==> config.mk <==
export PLATFORM = sky130hd
export DESIGN_NAME = core_run_scheduler
export DESIGN_NICKNAME = d
export VERILOG_FILES = /design/src/rtl/core_run_scheduler.sv
export SDC_FILE = /design/constraint.sdc
export NUM_CORES = 1
export LEC_CHECK = 0
export ABC_AREA = 0
export BUFFER_PORTS_ARGS = -buffer_cell sky130_fd_sc_hd__buf_2
export CAP_MARGIN = 20
export CORE_MARGIN = 2
export CORE_UTILIZATION = 52
export CTS_CLUSTER_SIZE = 10
export DETAILED_ROUTE_END_ITERATION = 8
export GPL_TIMING_DRIVEN = 1
export PLACE_DENSITY = 0.77
export REMOVE_ABC_BUFFERS = 1
export SKIP_CTS_REPAIR_TIMING = 1
export SKIP_LAST_GASP = 1
export SLEW_MARGIN = 20
export SYNTH_ARGS = -nofsm -noshare
export SYNTH_HDL_FRONTEND = slang
export SYNTH_SLANG_ARGS = --single-unit
==> constraint.sdc <==
create_clock -name clk -period 2.15 [get_ports clk]
set_input_delay 0.1075 -clock clk [delete_from_list [all_inputs] [get_ports clk]]
set_output_delay 0.1075 -clock clk [all_outputs]
set_load 0.01 [all_outputs]
==> src/rtl/core_run_scheduler.sv <==
// Run-level scheduler: launches the masked cores, collects their end_process, releases them, reports done.
// Optional run watchdog enabled by defining RUN_TIMEOUT_EN.
module core_run_scheduler #(
    parameter int NUM_CORES = 4,
    parameter int TIMEOUT_W = 16
) (
    input  logic                   clk,
    input  logic                   rst_n,
    input  logic                   start,
    input  logic [NUM_CORES-1:0]   core_mask,
    input  logic [NUM_CORES-1:0]   end_process,
    output logic [2*NUM_CORES-1:0] core_status,
    output logic                   busy,
    output logic                   done,
    output logic [NUM_CORES-1:0]   done_mask,
    output logic                   error
);

    // state    | meaning
    // IDLE     | waiting for host start
    // LAUNCH   | one cycle of 2'b01 to every masked core
    // RUN      | accumulating end_process of masked cores
    // RELEASE  | one cycle of 2'b10 to every masked core
    // DONE     | one-cycle completion pulse to host
    typedef enum logic [2:0] {
        S_IDLE    = 3'd0,
        S_LAUNCH  = 3'd1,
        S_RUN     = 3'd2,
        S_RELEASE = 3'd3,
        S_DONE    = 3'd4
    } state_t;

    localparam logic [1:0] CODE_START   = 2'b01;
    localparam logic [1:0] CODE_RELEASE = 2'b10;

    state_t                 r_state;
    logic [NUM_CORES-1:0]   r_mask;
    logic [NUM_CORES-1:0]   r_fin;
    logic [NUM_CORES-1:0]   r_done_mask;
    logic [2*NUM_CORES-1:0] r_status;
    logic                   r_busy;
    logic                   r_done;

    logic [NUM_CORES-1:0]   w_fin_next;
    logic                   w_all_fin;

    function automatic logic [2*NUM_CORES-1:0] f_code(input logic [NUM_CORES-1:0] mask,
                                                      input logic [1:0] code);
        logic [2*NUM_CORES-1:0] v;
        v = '0;
        for (int i = 0; i < NUM_CORES; i++) begin
            if (mask[i]) v[2*i +: 2] = code;
        end
        return v;
    endfunction

    assign w_fin_next = r_fin | (end_process & r_mask);
    assign w_all_fin  = (w_fin_next == r_mask);

`ifdef RUN_TIMEOUT_EN
    localparam logic [TIMEOUT_W-1:0] CNT_ONES = '1;
    logic [TIMEOUT_W-1:0] r_cnt;
    logic                 r_error;
    logic [TIMEOUT_W-1:0] w_cnt_next;

    assign w_cnt_next = r_cnt + 1'b1;
    assign error      = r_error;
`else
    assign error = 1'b0;
`endif

    always_ff @(posedge clk or negedge rst_n) begin
        if (!rst_n) begin
            r_state     <= S_IDLE;
            r_mask      <= '0;
            r_fin       <= '0;
            r_done_mask <= '0;
            r_status    <= '0;
            r_busy      <= 1'b0;
            r_done      <= 1'b0;
`ifdef RUN_TIMEOUT_EN
            r_cnt       <= '0;
            r_error     <= 1'b0;
`endif
        end else begin
            r_done <= 1'b0;
            case (r_state)
                S_IDLE: begin
                    if (start) begin
                        r_mask      <= core_mask;
                        r_fin       <= '0;
                        r_done_mask <= '0;
`ifdef RUN_TIMEOUT_EN
                        r_error     <= 1'b0;
`endif
                        if (core_mask != '0) begin
                            r_state  <= S_LAUNCH;
                            r_status <= f_code(core_mask, CODE_START);
                            r_busy   <= 1'b1;
                        end else begin
                            // empty run: report completion without touching any core
                            r_state <= S_DONE;
                            r_done  <= 1'b1;
                        end
                    end
                end
                S_LAUNCH: begin
                    r_status <= '0;
                    r_state  <= S_RUN;
`ifdef RUN_TIMEOUT_EN
                    r_cnt    <= '0;
`endif
                end
                S_RUN: begin
                    r_fin <= w_fin_next;
                    if (w_all_fin) begin
                        r_state  <= S_RELEASE;
                        r_status <= f_code(r_mask, CODE_RELEASE);
`ifdef RUN_TIMEOUT_EN
                    end else if (w_cnt_next == CNT_ONES) begin
                        r_state  <= S_RELEASE;
                        r_status <= f_code(r_mask, CODE_RELEASE);
                        r_error  <= 1'b1;
                    end else begin
                        r_cnt <= w_cnt_next;
`endif
                    end
                end
                S_RELEASE: begin
                    r_status    <= '0;
                    r_busy      <= 1'b0;
                    r_done      <= 1'b1;
                    r_done_mask <= r_fin;
                    r_state     <= S_DONE;
                end
                S_DONE: begin
                    r_state <= S_IDLE;
                end
                default: begin
                    r_state  <= S_IDLE;
                    r_status <= '0;
                    r_busy   <= 1'b0;
                end
            endcase
        end
    end

    assign core_status = r_status;
    assign busy        = r_busy;
    assign done        = r_done;
    assign done_mask   = r_done_mask;

endmodule

======== Word-level counts from Yosys, hierarchy flattened ========
Index checks and enable logic that the tools add are counted.
cells by class
  eq/ne operators ......................... 8
  multiplexer cells ....................... 25
  bitwise operators ....................... 4
  reductions and logical operators ........ 11
operator list
  cell                  number
  $mux W8               3
  $pmux W8 S3           1
  $pmux W4 S2           2
  $pmux W3 S4           1
  $mux W3               3
  $mux W1               8
  $mux W2               4
  $reduce_and A2 Y1     4
  $eq A3 B2 Y1 const B  2
  $ne A2 B2 Y1 const B  3
  $and A4 B4 Y4         1
  $eq A4 B4 Y1          1
  $mux W4               1
  $or A4 B4 Y4          1
  $pmux W1 S2           2
  $reduce_and A4 Y1     1
  $reduce_bool A2 Y1    2
  $reduce_bool A4 Y1    1
  $eq A3 B1 Y1 const B  1
  $eq A3 B3 Y1 const B  1
  $logic_not A3 Y1      1
  $reduce_and A3 Y1     1
  $reduce_or A3 Y1      1
  $not A1 Y1            2
word-level totals
  register bits ........................... 25
  bits of input ports ..................... 11
  output and inout port bits .............. 15
  word-level logic and storage cells ...... 55

======== Longest topological paths before layout ========
  depth after elaboration ................. 5
  gate-level depth with buffers ........... 5
  mapped depth without buffers ............ 4

======== Worst setup path before layout ========
No wires, ideal clock.
  path type ............................... register to register
  from .................................... reg r_state[0]
  to ...................................... reg r_mask[0]
  library setup time ...................... 125 ps
  arrival time ............................ 1528 ps
  data required time ...................... 2025 ps
  slack ................................... 498 ps
  cell stages (with the launch flop) ...... 5
  path buffers ............................ 1
  clock period less this slack ............ 1652 ps
  cells stage by stage .................... dfrtp_1 -> or3b_4 -> nor2_2 -> buf_4 -> mux2_2
between the ends
  cells in the longest elaborated chain, start to end .. 2
ends and longest elaborated chain
  element                      RTL line  RTL
  start, declared              36        state_t r_state;
  start signal, assigned       74        r_state <= S_IDLE;
  start signal, assigned       97        r_state <= S_LAUNCH;
  start signal, assigned       102       r_state <= S_DONE;
  $logic_not A3 Y1             87        case (r_state)
  $reduce_and A2 Y1 (no line)  --
  end signal, assigned         90        r_mask <= core_mask;
  end, declared                37        logic [NUM_CORES-1:0] r_mask;
No other way between the ends.
A chain may end at the register's enable or synchronous reset.

======== Worst setup path after layout ========
  from .................................... reg r_state[0]
  to ...................................... reg r_mask[3]
Same word-level chain as after synthesis.

==> results.py <==
metrics = {
    "outcome": {
        "status": "completed",
    },
    "setup_path": {
        "worstSetupPathType": "reg -> reg",
        "crit_required_ns": 2.37,
        "cp.buffers_inverters": 0,
        "worst-endpoint-arrival_ns": 2.04,
        "max_stage_delay_ns": 0.49,
        "cp-start-kind": "flip-flop",
        "crit_family": "simple AND/OR/NAND/NOR gates",
        "crit_path_max_fanout": 11,
        "slowest_stage": "dfrtp_1",
        "crit_path_cell_trace": "or3b_4, nor2_2, mux2_2",
        "end_kind": "flip-flop",
    },
    "grt": {
        "grt_pass1_vias": 935,
        "antenna_found_initial": 0,
        "grt_pass1_wl_um": 4470,
        "grt-ovfl-total": 0,
        "track_usage_pct": 22.6,
        "grt_max_degree": 26,
    },
    "placed_design": {
        "dp_hpwl_um": 1910,
        "port_buffers": 24,
        "gp_congestion": 0.847,
    },
    "logic_synthesis": {
        "synth_warnings": 0,
        "yosysSeqAreaShare_pct": 52.4,
        "synth-seq-cells": 25,
        "synthDistinctLibCells": 31,
        "synth_cells": 111,
        "async_reset_ff_share_pct": 100,
        "syn_avg_cell_area_um2": 10.8,
        "synth_area_um2": 1190,
        "synth_ff_type": "dfrtp_1",
        "synth-edff-count": 0,
    },
    "clocking": {
        "clk_path_buf_depth": 2,
        "htreeDepth": 1,
        "cts_tree": "done",
        "cts_inserted_buffers": 3,
        "root_buffer": "clkbuf_4",
        "clock_latency_ns": 0.32,
        "path_clk_slew_ns": 0.13,
        "clock_sink_count": 25,
    },
    "die": {
        "fp.coreArea_um2": 2190,
        "design.portCount": 26,
        "initial_utilization_pct": 54.5,
        "die_w_um": 51.9,
        "die_area_um2": 2690,
        "die_h_um": 51.9,
        "rows": 17,
    },
    "drt": {
        "drcViolationCount": 0,
        "viasPerCell": 5.84,
        "totalWireLength_um": 2560,
        "drt_pre_antenna_iters": 4,
        "ant_nets": 0,
        "via_count": 976,
        "drt_iter0_drc": 30,
        "post_drt_wl_per_cell_um": 15.3,
    },
    "sta": {
        "holdWs_ns": 0.0564,
        "slew_headroom_pct": 54.5,
        "hold_viol": 0,
        "max_freq_mhz": 549,
        "slew_viol_final": 0,
        "finClkSkew_ns": 0.00134,
        "period_needed_ns": 1.82,
        "rsz0062_at_grt": "no",
        "setup_violations": 0,
        "tns_ns": 0,
        "fin_crit_sh_pct": 84.7,
        "worst_pin_slew_ns": 0.682,
    },
    "layout": {
        "fillers": 197,
        "antenna_cells": 0,
        "area_growth_pct": 15.6,
        "layout-drive-gt1-share_pct": 29.5,
        "fin_util_pct": 63.0,
        "mostFrequentLayoutCells": "25 x dfrtp_1, 24 x buf_2, 16 x nor2_1",
        "nets": 151,
        "final_common_cell": "dfrtp_1",
    },
    "min_path": {
        "hold_path_class": "in -> reg",
    },
    "power_and_ir_drop": {
        "powerDensity_nw_per_um2": 1360,
        "ir_drop_mv": 0.736,
        "power.total_w": 0.00187,
        "p_leak_nw": 0.652,
    },
    "run": {
        "drv_cap": 0,
    },
}
metrics by stage:
stage                     cells  area, um2  setup WS, ns
after detailed placement    162       1340         0.343
final                       167       1380         0.328
after global placement      162       1340         0.385
after global routing        167       1380         0.226
after CTS                   166       1370         0.320
after floorplan             108       1170         0.446
synthesized netlist by cell type, drive strengths merged, types with 2 or more instances:
cell type / n / share of area [%]
a21oi: 5 / 2.1
a221o: 4 / 3.4
a22o: 2 / 1.5
a22oi: 4 / 2.5
a31oi: 3 / 1.6
a32o: 4 / 3.4
and2: 4 / 2.1
buf: 3 / 1.7
dfrtp: 25 / 52
inv: 3 / 0.94
mux2: 4 / 3.8
nand2: 7 / 2.2
nand2b: 4 / 2.1
nand3: 2 / 0.84
nor2: 17 / 5.6
o21ai: 9 / 3.8
kinds of logic (layout without fill, tap and decap cells):
group	count (synthesis)	in the layout	share of synthesized area, %
other	1	1	0.314
AND/OR/NAND/NOR	40	40	18.4
multiplexers	4	4	3.77
flip-flops	25	25	52.4
XOR/XNOR	1	1	0.734
AO/OA/AOI/OAI	34	34	21.7
buffers and inverters	6	34	2.62
final timing paths:
path | startpoint | cells past startpoint | slack, ns | endpoint
min reg2reg | busy | 2 | 0.50 | busy
max | r_state[0] | 3 | 0.33 | r_mask[3]
max in group asynchronous | rst_n | 2 | 1.51 | core_status[3]
max reg2reg | r_state[0] | 3 | 0.33 | r_mask[3]
min | core_mask[0] | 2 | 0.06 | r_mask[0]
min in group asynchronous | rst_n | 2 | 0.28 | done
sequential cells by signal, summed over array words and instances (netlist names):
register	cells
busy	1
core_status	8
done	1
done_mask	4
r_fin	4
r_mask	4
r_state	3
routing by layer:
metal	up-vias	GRT usage, %	wire length [um]
met3	5	4.02	113
met5	-	0	0
met4	0	10.1	43
li1	468	-	-
met1	477	29.8	1150
met2	26	36.1	1250
power by group:
group,total (W),leakage [nW],switching (W),internal [W]
logic,0.000837,0.313,0.000477,0.000360
registers,0.000824,0.324,0.000181,0.000644
clock network,0.000209,0.0150,0.000137,0.0000727
total,0.00187,0.652,0.000794,0.00108
layout make-up:
class,instances,area (um2),share of cell area (%)
Clock buffer,4,26.3,1.90
Inverter,3,11.3,0.816
Multi-Input combinational cell,80,537,38.9
Sequential cell,25,626,45.3
Tap cell,28,35.0,2.54
Timing Repair Buffer,27,145,10.5
Note: power is estimated with default switching activity, not from simulation.
